<file path="config.mk">
export PLATFORM = sky130hd
export DESIGN_NAME = stream_blur_h3
export DESIGN_NICKNAME = d
export VERILOG_FILES = /design/src/rtl/blur_pkg.sv /design/src/rtl/blur_h3_kernel.sv /design/src/rtl/stream_blur_h3.sv
export SDC_FILE = /design/constraint.sdc
export NUM_CORES = 1
export LEC_CHECK = 0
export ABC_AREA = 1
export ABC_CLOCK_PERIOD_IN_PS = 3800
export CAP_MARGIN = 25
export CORE_MARGIN = 5
export CORE_UTILIZATION = 45
export DETAILED_ROUTE_END_ITERATION = 8
export PLACE_DENSITY = 0.66
export SYNTH_ARGS = -nofsm -noshare
export SYNTH_HDL_FRONTEND = slang
export SYNTH_HIERARCHICAL = 1
export SYNTH_SLANG_ARGS = --single-unit
</file>
<file path="constraint.sdc">
create_clock -name clk -period 3.8 [get_ports clk]
set_clock_uncertainty 0.15 [all_clocks]
set_input_delay 1.14 -clock clk [delete_from_list [all_inputs] [get_ports clk]]
set_output_delay 1.14 -clock clk [all_outputs]
set_load 0.05 [all_outputs]
</file>
<file path="src/rtl/blur_pkg.sv">
// Shared definitions for the horizontal 3-tap blur: stream word layout,
// pixel structs and the window state encoding.
package blur_pkg;

  localparam int SOP_BIT = 25;
  localparam int EOP_BIT = 24;
  localparam int R_LSB   = 16;
  localparam int G_LSB   = 8;
  localparam int B_LSB   = 0;
  localparam int CH_W    = 8;
  localparam int NUM_CH  = 3;
  localparam int PIX_W   = SOP_BIT + 1;

  typedef struct packed {
    logic [CH_W-1:0] r;
    logic [CH_W-1:0] g;
    logic [CH_W-1:0] b;
  } rgb_t;

  // Field order matches the stream word: SOP, EOP, R, G, B.
  typedef struct packed {
    logic sop;
    logic eop;
    rgb_t rgb;
  } pix_t;

  typedef enum logic [1:0] {
    ST_FILL,
    ST_RUN,
    ST_FLUSH
  } blur_state_t;

endpackage

</file>
<file path="src/rtl/blur_h3_kernel.sv">
// One colour channel of the [1 2 1]/4 kernel. Define STREAM_BLUR_H3_ROUND_EN
// for round-half-up; otherwise the result is truncated.
module blur_h3_kernel
  import blur_pkg::*;
(
  input  logic [CH_W-1:0] l,
  input  logic [CH_W-1:0] c,
  input  logic [CH_W-1:0] r,
  output logic [CH_W-1:0] y
);

`ifdef STREAM_BLUR_H3_ROUND_EN
  localparam logic [CH_W+1:0] BIAS = (CH_W+2)'(2);
`else
  localparam logic [CH_W+1:0] BIAS = '0;
`endif

  // Worst case 4*255 + 2 = 1022 still fits in ten bits.
  logic [CH_W+1:0] sum;

  assign sum = {2'b00, l} + {1'b0, c, 1'b0} + {2'b00, r} + BIAS;
  assign y   = sum[CH_W+1:2];

endmodule

</file>
<file path="src/rtl/stream_blur_h3.sv">
// Horizontal [1 2 1]/4 blur over an RGB pixel stream with SOP/EOP framing and
// edge replication. Rounding selected by STREAM_BLUR_H3_ROUND_EN.
module stream_blur_h3
  import blur_pkg::*;
#(
  parameter int DATA_WIDTH = 26,
  parameter int IMG_WIDTH  = 640
) (
  input  logic                  clk,
  input  logic                  rst,
  input  logic                  valid_in,
  input  logic [DATA_WIDTH-1:0] data_in,
  output logic                  ready_out,
  output logic                  valid_out,
  output logic [DATA_WIDTH-1:0] data_out,
  input  logic                  ready_in,
  output logic                  frame_err
);

  localparam int              COL_W    = $clog2(IMG_WIDTH + 1);
  localparam logic [COL_W-1:0] LAST_COL = COL_W'(IMG_WIDTH - 1);

  blur_state_t           state_reg, state_next;
  rgb_t                  left_reg, left_next;
  pix_t                  cen_reg, cen_next;
  logic [COL_W-1:0]      col_reg, col_next;
  logic                  valid_out_reg, valid_out_next;
  logic [DATA_WIDTH-1:0] data_out_reg, data_out_next;
  logic                  frame_err_reg, frame_err_next;

  pix_t pix_in;
  rgb_t right_rgb;
  rgb_t blur_rgb;
  logic out_free;
  logic accept;

  assign pix_in    = pix_t'(data_in[PIX_W-1:0]);
  assign out_free  = ~valid_out_reg | ready_in;
  assign ready_out = (state_reg != ST_FLUSH) & out_free;
  assign accept    = valid_in & ready_out;

  // While flushing, the centre pixel stands in for the missing right neighbour.
  assign right_rgb = (state_reg == ST_FLUSH) ? cen_reg.rgb : pix_in.rgb;

  generate
    for (genvar gi = 0; gi < NUM_CH; gi++) begin : g_ch
      blur_h3_kernel u_kernel (
        .l (left_reg[gi*CH_W +: CH_W]),
        .c (cen_reg.rgb[gi*CH_W +: CH_W]),
        .r (right_rgb[gi*CH_W +: CH_W]),
        .y (blur_rgb[gi*CH_W +: CH_W])
      );
    end
  endgenerate

  always_comb begin
    logic start_line;
    logic emit;

    state_next     = state_reg;
    left_next      = left_reg;
    cen_next       = cen_reg;
    col_next       = col_reg;
    valid_out_next = valid_out_reg & ~ready_in;
    data_out_next  = data_out_reg;
    frame_err_next = 1'b0;
    start_line     = 1'b0;
    emit           = 1'b0;

    unique case (state_reg)
      ST_FILL: begin
        start_line = accept;
      end
      ST_RUN: begin
        if (accept) begin
          if (pix_in.sop) begin
            // Restart on a stray SOP: the unfinished centre is abandoned.
            frame_err_next = 1'b1;
            start_line     = 1'b1;
          end else begin
            emit       = 1'b1;
            left_next  = cen_reg.rgb;
            cen_next   = pix_in;
            col_next   = col_reg + 1'b1;
            if (col_reg == LAST_COL || pix_in.eop) begin
              state_next = ST_FLUSH;
            end
          end
        end
      end
      ST_FLUSH: begin
        if (out_free) begin
          emit       = 1'b1;
          col_next   = '0;
          state_next = ST_FILL;
        end
      end
      default: begin
        state_next = ST_FILL;
      end
    endcase

    if (start_line) begin
      left_next  = pix_in.rgb;
      cen_next   = pix_in;
      col_next   = COL_W'(1);
      state_next = pix_in.eop ? ST_FLUSH : ST_RUN;
    end

    if (emit) begin
      valid_out_next = 1'b1;
      data_out_next  = DATA_WIDTH'({cen_reg.sop, cen_reg.eop, blur_rgb});
    end
  end

  always_ff @(posedge clk) begin
    if (rst) begin
      state_reg     <= ST_FILL;
      left_reg      <= '0;
      cen_reg       <= '0;
      col_reg       <= '0;
      valid_out_reg <= 1'b0;
      data_out_reg  <= '0;
      frame_err_reg <= 1'b0;
    end else begin
      state_reg     <= state_next;
      left_reg      <= left_next;
      cen_reg       <= cen_next;
      col_reg       <= col_next;
      valid_out_reg <= valid_out_next;
      data_out_reg  <= data_out_next;
      frame_err_reg <= frame_err_next;
    end
  end

  assign valid_out = valid_out_reg;
  assign data_out  = data_out_reg;
  assign frame_err = frame_err_reg;

endmodule

</file>
==> reports/metrics.yaml <==
p_int_mw: 3.126
switching_share: 0.4689
numCtsBuffers: 9
pwr-share-comb: 0.582
worst-path-buf-inv: 4
critPathMaxFanout: 3
path_cells: "clkdlybuf4s50_1 > inv_1 > nand2_1 > inv_1 > nor2_1 > buf_12"
path_common_cell: "inv_1"
cts_tree: "done"
numClockSinks: 90
worstMarginPinSlew_ns: 0.8719
grtUsageTotal: 0.1849
viasPerCell: 5.015
finalCriticalPeriod_ns: 3.521
cp.arrival_ns: 2.23
gr-max-usage-layer: "met2"
start_util: 0.4559
final-setup-viol-count: 0
cts_resized: 0
p_seq_frac: 0.256
die_h_um: 120.1
drive_gt1_frac: 0.06643
coreArea_um2: 11960
first_pass_iters: 4
drv_slew: 0
grt_use_met2: 0.3024
critical_path_required_ns: 2.51
cpPeakStageDelay_ns: 0.45
met1_usage: 0.2406
synthesis.nets: 854
ys_seq_area_frac: 0.3304
clk_latency_ns: 0.35
antenna_found_initial: 0
design_area_um2: 6470
gp_congestion: 0.8752
vias: 4890
path_delay_family: "buffers and inverters"
pwr-share-clk: 0.162
outcome: "completed"
rows: 40
drc: 0
synthCells: 775
yosys_warnings: 6
multi_input_area_um2: 3174
syn_area_per_cell_um2: 7.036
clock-root-buffer: "clkbuf_16"
drt_iter0_drc: 326
power_density_nw_per_um2: 909.6
clk_pin_slew_ns: 0.06
final_nets: 904
grt_pass1_vias: 4702
cts-htree-levels: 3
met3_usage: 0.03063
power.leakage_nw: 2.933
end_kind: "output port"
criticalPathCategory: "primary input to output port"
portBuffers: 58
grt_start_max_net_pins: 50
yosysTopAreaCell: "dfxtp_1"
wl_per_cell_um: 12.87
grt_pass1_wl_mm: 21.83
place_area_um2: 6162
synth.top_cell.area_share: 0.3304
synth_seq_cells: 90
regArea_um2: 1802
syn2layout_area_growth_pct: 18.66
slew_headroom: 0.4179
io_pins: 59
cts_hold_buf: 0
ir_drop_uv: 456.9
drv_cap: 0
clock.fmax_mhz: 284.0
total_power_mw: 5.885
die_area_um2: 14420
most-common-layout-cells: "nor2_1, nand2_1, o21ai_0"
yosys.cell_types.count: 31
die_w_um: 120.1
drtAntennaViolNets: 0
wirelength_mm: 12.55
hpwl_mm: 8.853
layout_commonest_cell: "nor2_1"
synth_area_um2: 5453
antenna_cells: 0
postCtsSetupBuffers: 0
hold_viol_final: 0
rsz0062_at_grt: "no"
start_kind: "primary input"
fin_crit_sh: 0.9265
cts_buffer_depth: 2
crit_slowest_cell: "clkdlybuf4s50_1"
p_sw_mw: 2.760
globalRouteOverflowTotal: 0
worstHoldPathType: "flop to flop"
synthTopCellsByArea: "dfxtp_1, nor2_1, o21ai_0, fa_1, nand2_1"
fillers: 1143
[final cells by class]
| type | instances | area share |
|---|---|---|
| Multi-Input combinational cell | 569 | 0.4906 |
| Sequential cell | 90 | 0.2785 |
| Timing Repair Buffer | 70 | 0.1052 |
| Inverter | 85 | 0.04970 |
| Clock buffer | 11 | 0.03752 |
| Tap cell | 147 | 0.02843 |
| Clock inverter | 3 | 0.01006 |
[logic make-up after synthesis]
group | after synthesis | synth area share
xor+xnor | 11 | 0.01767
compound gates | 160 | 0.1535
fa+ha+maj | 49 | 0.1455
flops | 90 | 0.3304
buf+inv | 116 | 0.08743
simple gates | 349 | 0.2655
[final timing paths]
check | from | to | slack (ns) | depth (start not counted)
worst min register to register | cen_reg[25] | cen_reg[25] | 0.31 | 2
worst max register to register | state_reg[0] | data_out[23] | 0.73 | 16
worst min-delay path | cen_reg[25] | cen_reg[25] | 0.31 | 2
worst max-delay path | ready_in | ready_out | 0.28 | 6
[per-layer routing]
layer  wire [µm]  part of all wire
met5           0                 0
met1        6038              0.48
met2        5758              0.46
met3         481             0.038
met4         275             0.022
[synthesized netlist by cell type]
library cell  count
fa_1             24
clkinv_1          2
nor3_1            6
xor2_1           11
ha_1             25
buf_4             5
a21o_1            3
buf_2             4
nor2_1          176
inv_1            79
o21ai_1           2
nor2_4            5
a21oi_1          44
nand2_1         124
nand4_1           3
nor4_1            1
nor2_2            1
nand2_2           9
inv_4             1
dfxtp_1          90
o21bai_1          1
inv_2             3
o22ai_2           1
nand3_2           3
buf_6             2
o21ai_0         104
nand3_1          20
clkbuf_1         19
buf_1             1
a21oi_2           5
nand3_4           1
[power by group through the flow]
| stage | Sequential [mW] | Combinational, mW | Clock [mW] |
|---|---|---|---|
| 2_1_floorplan | 1.75 | 2.46 | 0 |
| 3_3_place_gp | 1.52 | 3.36 | 0 |
| 3_5_place_dp | 1.53 | 3.41 | 0 |
| 4_1_cts | 1.51 | 3.45 | 0.976 |
| 5_1_grt | 1.56 | 3.91 | 1.02 |
| 6_report | 1.51 | 3.43 | 0.952 |
[tightest hold or removal path, cell delays in order (launching register included)]
cell	delay [ns]
dfxtp_1	0.30
nand2_1	0.06
a21oi_1	0.05
[metrics by stage]
step	cells	util	hold slack (ns)	TNS [ns]	setup WS [ns]
2_1_floorplan	775	-	0.2878	0	0.4901
3_3_place_gp	961	0.5152	0.3004	0	0.05492
3_5_place_dp	961	0.5152	0.3078	-0.06937	-0.03740
4_1_cts	975	0.5409	0.3174	0	0.2675
5_1_grt	975	0.5409	0.3279	0	0.09698
6_report	975	0.5409	0.3124	0	0.2793
No activity file was read; power rests on OpenSTA's default activity.
